**src/rtl/ch7301_i2c_config_if.sv**
```systemverilog
// ch7301_i2c_config_if: start/status handshake and open-drain I2C pad controls of the CH7301 configurator
interface ch7301_i2c_config_if;
  logic start, sda_i, scl_oe, sda_oe, busy, done, error;
  logic [3:0] reg_idx;
  modport master (input start, sda_i, output scl_oe, sda_oe, busy, done, error, reg_idx);
  modport slave (output start, sda_i, input scl_oe, sda_oe, busy, done, error, reg_idx);
endinterface

```
**src/rtl/ch7301_i2c_config.sv**
```systemverilog
// ch7301_i2c_config: writes a fixed 9-entry register table to the CH7301 over I2C, with per-entry NACK retry
module ch7301_i2c_config #(
  parameter int CLK_DIV = 250,
  parameter logic [6:0] DEV_ADDR = 7'h76,
  parameter int MAX_RETRY = 3
) (
  input logic clk,
  input logic rst_n,
  ch7301_i2c_config_if.master bus
);
  localparam int DW = $clog2(CLK_DIV + 1);
  localparam logic [DW-1:0] DIV_END = DW'(CLK_DIV - 1);
  localparam logic [7:0] RETRY_END = 8'(MAX_RETRY);
  typedef enum logic [2:0] {IDLE, START, BYTE, ACK, STOP, GAP, FINISH, FAIL} state_t;
  state_t state;
  logic [DW-1:0] div;
  logic [1:0] q, byte_cnt;
  logic [2:0] bit_cnt, nxt_bit;
  logic [7:0] retry, cur_byte, nxt_byte;
  logic nack, tick;
  function automatic logic [15:0] entry(input logic [3:0] i);
    case (i)
      4'd0: entry = 16'h1C04;
      4'd1: entry = 16'h1D45;
      4'd2: entry = 16'h1F80;
      4'd3: entry = 16'h2109;
      4'd4: entry = 16'h3308;
      4'd5: entry = 16'h3416;
      4'd6: entry = 16'h3660;
      4'd7: entry = 16'h4818;
      default: entry = 16'h49C0;
    endcase
  endfunction
  function automatic logic [7:0] tx_byte(input logic [3:0] i, input logic [1:0] b);
    logic [15:0] e;
    e = entry(i);
    tx_byte = b == 2'd0 ? {DEV_ADDR, 1'b0} : b == 2'd1 ? e[15:8] : e[7:0];
  endfunction
  assign tick = div == DIV_END;
  assign nxt_bit = bit_cnt + 3'd1;
  assign cur_byte = tx_byte(bus.reg_idx, byte_cnt);
  assign nxt_byte = tx_byte(bus.reg_idx, byte_cnt + 2'd1);
  always_ff @(posedge clk or negedge rst_n)
    if (!rst_n) begin
      state <= IDLE;
      div <= '0;
      q <= '0;
      byte_cnt <= '0;
      bit_cnt <= '0;
      retry <= '0;
      nack <= 1'b0;
      bus.scl_oe <= 1'b0;
      bus.sda_oe <= 1'b0;
      bus.busy <= 1'b0;
      bus.done <= 1'b0;
      bus.error <= 1'b0;
      bus.reg_idx <= '0;
    end else begin
      div <= tick || state == IDLE ? '0 : div + 1'b1;
      case (state)
        IDLE: if (bus.start) begin
          state <= START;
          bus.busy <= 1'b1;
          bus.done <= 1'b0;
          bus.error <= 1'b0;
          bus.reg_idx <= '0;
          retry <= '0;
          nack <= 1'b0;
          q <= '0;
          byte_cnt <= '0;
          bit_cnt <= '0;
        end
        START: if (tick) begin
          q <= q + 2'd1;
          if (q == 2'd0) bus.sda_oe <= 1'b1;
          if (q == 2'd1) bus.scl_oe <= 1'b1;
          if (q == 2'd2) begin
            state <= BYTE;
            q <= '0;
            bus.sda_oe <= ~cur_byte[7];
          end
        end
        BYTE: if (tick) begin
          q <= q + 2'd1;
          if (q == 2'd1) bus.scl_oe <= 1'b0;
          if (q == 2'd3) begin
            bus.scl_oe <= 1'b1;
            bit_cnt <= nxt_bit;
            state <= bit_cnt == 3'd7 ? ACK : BYTE;
            bus.sda_oe <= bit_cnt == 3'd7 ? 1'b0 : ~cur_byte[~nxt_bit];
          end
        end
        ACK: if (tick) begin
          q <= q + 2'd1;
          if (q == 2'd1) bus.scl_oe <= 1'b0;
          if (q == 2'd2) nack <= bus.sda_i;
          if (q == 2'd3) begin
            bus.scl_oe <= 1'b1;
            byte_cnt <= byte_cnt + 2'd1;
            state <= nack || byte_cnt == 2'd2 ? STOP : BYTE;
            bus.sda_oe <= nack || byte_cnt == 2'd2 ? 1'b1 : ~nxt_byte[7];
          end
        end
        STOP: if (tick) begin
          q <= q + 2'd1;
          if (q == 2'd1) bus.scl_oe <= 1'b0;
          if (q == 2'd2) begin
            bus.sda_oe <= 1'b0;
            state <= GAP;
            q <= '0;
          end
        end
        GAP: if (tick) begin
          q <= q + 2'd1;
          if (q == 2'd3) begin
            byte_cnt <= '0;
            bit_cnt <= '0;
            nack <= 1'b0;
            if (nack) begin
              retry <= retry + 8'd1;
              state <= retry == RETRY_END ? FAIL : START;
            end else if (bus.reg_idx == 4'd8) state <= FINISH;
            else begin
              bus.reg_idx <= bus.reg_idx + 4'd1;
              retry <= '0;
              state <= START;
            end
          end
        end
        FINISH: begin
          bus.done <= 1'b1;
          bus.busy <= 1'b0;
          state <= IDLE;
        end
        FAIL: begin
          bus.error <= 1'b1;
          bus.busy <= 1'b0;
          state <= IDLE;
        end
      endcase
    end
endmodule

```
**src/flat_wrapper.sv**
```systemverilog
// flat-port wrapper written by rule: the top's interface ports become plain ports
module ch7301_i2c_config_flat 
#(
  parameter int CLK_DIV = 250,
  parameter logic [6:0] DEV_ADDR = 7'h76,
  parameter int MAX_RETRY = 3
)
  (clk, rst_n, bus_start, bus_sda_i, bus_scl_oe, bus_sda_oe, bus_busy, bus_done, bus_error, bus_reg_idx);
  ch7301_i2c_config_if bus_i ();
  input logic clk;
  input logic rst_n;
  input wire logic [$bits(bus_i.start)-1:0] bus_start;
  input wire logic [$bits(bus_i.sda_i)-1:0] bus_sda_i;
  output wire logic [$bits(bus_i.scl_oe)-1:0] bus_scl_oe;
  output wire logic [$bits(bus_i.sda_oe)-1:0] bus_sda_oe;
  output wire logic [$bits(bus_i.busy)-1:0] bus_busy;
  output wire logic [$bits(bus_i.done)-1:0] bus_done;
  output wire logic [$bits(bus_i.error)-1:0] bus_error;
  output wire logic [$bits(bus_i.reg_idx)-1:0] bus_reg_idx;
  assign bus_i.start = bus_start;
  assign bus_i.sda_i = bus_sda_i;
  assign bus_scl_oe = bus_i.scl_oe;
  assign bus_sda_oe = bus_i.sda_oe;
  assign bus_busy = bus_i.busy;
  assign bus_done = bus_i.done;
  assign bus_error = bus_i.error;
  assign bus_reg_idx = bus_i.reg_idx;
  ch7301_i2c_config #(.CLK_DIV(CLK_DIV), .DEV_ADDR(DEV_ADDR), .MAX_RETRY(MAX_RETRY)) u_core (.clk(clk), .rst_n(rst_n), .bus(bus_i));
endmodule
```
**config.mk**
```make
export PLATFORM = sky130hd
export DESIGN_NAME = ch7301_i2c_config_flat
export DESIGN_NICKNAME = d
export VERILOG_FILES = /design/src/rtl/ch7301_i2c_config_if.sv /design/src/rtl/ch7301_i2c_config.sv /design/src/flat_wrapper.sv
export SDC_FILE = /design/constraint.sdc
export NUM_CORES = 1
export LEC_CHECK = 0
export CORE_MARGIN = 3
export CORE_UTILIZATION = 47
export DETAILED_ROUTE_END_ITERATION = 10
export GPL_ROUTABILITY_DRIVEN = 0
export PLACE_DENSITY_LB_ADDON = 0.08
export SYNTH_ARGS = -nofsm -noshare
export SYNTH_HDL_FRONTEND = slang
export SYNTH_SLANG_ARGS = --single-unit
```
**constraint.sdc**
```tcl
create_clock -name clk -period 3.75 [get_ports clk]
set_clock_uncertainty 0.2 [all_clocks]
set_input_delay 0.75 -clock clk [delete_from_list [all_inputs] [get_ports clk]]
set_output_delay 0.75 -clock clk [all_outputs]
set_load 0.05 [all_outputs]
```
==> flow_metrics.env <==
export IMPL_grt_pass1_vias=2075
export IMPL_yosys_cell_count_top_type="dfrtp_1"
export IMPL_wl_met3_um=231
export IMPL_ctsResizeCount=0
export IMPL_syn_area_um2=2610
export IMPL_yosysUniqueCellTypes=61
export IMPL_cts_buffers=5
export IMPL_fp_coreArea_um2=5240
export IMPL_p_switching_uw=153
export IMPL_synth_seq_cells=36
export IMPL_layout_min_cycle_time_ps=2920
export IMPL_highest_layer="met4"
export IMPL_io_buffer_count=12
export IMPL_avgSynthCellArea_um2=8.75
export IMPL_finalMaxSlewViolations=0
export IMPL_grt_pass1_wl_um=10200
export IMPL_worst_slew_pin_slew_ps=962
export IMPL_wire_per_inst_um=15.5
export IMPL_p_sw_share_pct=20.6
export IMPL_area_growth_pct=9.69
export IMPL_crit_fanout=21
export IMPL_critPathLaunch="u_core.bus.reg_idx[2]"
export IMPL_hold_buffers=0
export IMPL_grt_ovfl_total=0
export IMPL_tns_ps=0
export IMPL_rsz0062_at_grt="false"
export IMPL_irDropWorstVdd_uv=218
export IMPL_drv_cap=0
export IMPL_htree_levels=2
export IMPL_final_hold_viol_count=0
export IMPL_numClockSinks=36
export IMPL_fin_total_pwr_uw=741
export IMPL_cts_setup_buffers=0
export IMPL_grtUsageTotal_pct=19.9
export IMPL_die_y_um=80.5
export IMPL_initial_core_util_pct=49.8
export IMPL_yosysWarningCount=0
export IMPL_ant_nets=0
export IMPL_outcome="finished clean"
export IMPL_synthArstFlopShare_pct=100
export IMPL_insertion_delay_ps=290
export IMPL_synth_seq_area_share_pct=34.5
export IMPL_relSlewSlack_pct=35.3
export IMPL_netlist_instances=298
export IMPL_ios=13
export IMPL_powerDensity_nw_per_um2=259
export IMPL_dpl_hpwl_um=4160
export IMPL_std_cell_rows=26
export IMPL_antenna_found_initial=0
export IMPL_cp_end_kind="output pin"
export IMPL_p_seq_share_pct=52.4
export IMPL_finalSetupViolCount=0
export IMPL_final_nets=328
export IMPL_dr_first_iter_drc_count=184
export IMPL_leakage_uw=0.00119
export IMPL_post_route_period_util_pct=77.7
export IMPL_cts_root_buf="clkbuf_8"
export IMPL_grt_max_degree=37
export IMPL_ys_top_cells_by_count="dfrtp_1 (36), nor2_1 (34), nand2_1 (26)"
export IMPL_path_class="reg2out"
export IMPL_crit_family="buffers and inverters"
export IMPL_cts_tree="done"
export IMPL_r2r_start="u_core.state[0]"
export IMPL_clk_pin_slew_worst_paths_ps=70
export IMPL_route_final_wire_length_um=5830
export IMPL_synth_enable_flop_cells=0
export IMPL_antennaDiodeCount=0
export IMPL_drive_above_1_share_pct=6.89
export IMPL_die_x_um=80.5
export IMPL_cp_slowest_cell="clkdlybuf4s50_1"
export IMPL_synth_nets=322
export IMPL_synth_top_area_share_pct=34.5
export IMPL_drcViolationCount=0
export IMPL_pwr_share_clk_pct=46.0
export IMPL_dr_pass1_iters=4
export IMPL_synthFlopType="dfrtp_1"
export IMPL_pwr_share_comb_pct=1.6
export IMPL_vias_per_cell=5.83
export IMPL_vias=2188
export IMPL_clock_tree_buffer_depth=2
export IMPL_cp_start_kind="flip-flop"
export IMPL_die_area_um2=6480
export IMPL_synth_area_top_cells="dfrtp_1 (35%), ha_1 (9.6%), nor2_1 (4.9%), mux2i_1 (4.2%), nand2_1 (3.7%)"
export IMPL_max_stage_delay_ps=920
export IMPL_max_freq_mhz=343
export IMPL_route_met2_wl_um=2670
export IMPL_drt_met1_wl_um=2890
export IMPL_crit_arrival_ps=1970
export IMPL_intPower_uw=588
export IMPL_yosys_area_top_type="dfrtp_1"
export IMPL_cp_buffers_inverters=1
export IMPL_hp_class="reg2reg"
export IMPL_hp_start="u_core.bus.scl_oe"
export IMPL_cp_required_ps=2800
export IMPL_crit_path_cell_trace="clkdlybuf4s50_1"
-- sequential cells by signal (all words and copies together), names as in the netlist --
name	count
u_core.bus.reg_idx	4
u_core.nack	1
u_core.state	3
u_core.bus.scl_oe	1
u_core.q	2
u_core.div	8
u_core.bus.busy	1
u_core.bus.error	1
u_core.bit_cnt	3
u_core.bus.done	1
u_core.retry	8
u_core.byte_cnt	2
u_core.bus.sda_oe	1
-- power groups by stage --
| stage | combinational [uW] | clock [uW] | sequential [uW] |
|---|---|---|---|
| after floorplan | 1.37 | 0 | 396 |
| final | 11.7 | 341 | 388 |
| after global routing | 13.5 | 363 | 388 |
| after global placement | 12.5 | 0 | 396 |
| after CTS | 12.4 | 349 | 388 |
| after detailed placement | 12.3 | 0 | 396 |
-- logic make-up after synthesis --
logic type      after synthesis  share of synthesized area [%]
compound gates               70                           18.5
simple gates                115                           22.6
mux                          15                           5.95
buf+inv                      30                           4.80
fa+ha+maj                    20                           9.59
xor+xnor                     12                           4.03
flops                        36                           34.5
-- final cells by class --
type / count / area (um^2)
clock buffers: 6 / 72.6
clock inverters: 2 / 35.0
fillers: 498 / 2380
inverters: 16 / 60.1
multi-input cells: 232 / 1580
flip-flops and latches: 36 / 901
well taps: 70 / 87.6
repair buffers: 13 / 123
-- cells in the final DEF (no fill, tap or decap), types with 9 or more instances in the layout --
master / count
inv_1: 16
o21ai_0: 9
a21oi_1: 18
nand2_1: 26
nand3_1: 10
clkdlybuf4s50_1: 11
ha_1: 20
mux2i_1: 11
nor2_1: 34
dfrtp_1: 36
-- metrics by stage --
step                util, %  instance area, um^2  hold WS (ps)  cells  setup slack (ps)
finish                 54.6                 2860           303    375               835
global route           54.6                 2860           345    375               735
CTS                    54.6                 2860           308    375               821
detailed placement     52.6                 2750           290    367               827
global placement       52.6                 2750           284    367               842
floorplan                 -                 2610           254    298              1270
-- final timing paths --
path	to	slack, ps	depth (start not counted)
setup / recovery	bus_reg_idx[2]	830	1
hold / removal	u_core.bus.scl_oe	300	1
setup reg to reg	u_core.bus.reg_idx[0]	1120	5
hold reg to reg	u_core.bus.scl_oe	300	1
max in group asynchronous	u_core.byte_cnt[1]	2490	1
min in group asynchronous	u_core.q[1]	350	1
-- per-layer routing --
metal  GRT usage [%]  vias to the layer above
li1                -                     1104
met1            28.6                     1040
met3            4.04                        4
met4            4.05                        0
met2            30.9                       40
met5               0                        -
(Power assumes the default switching activity.)
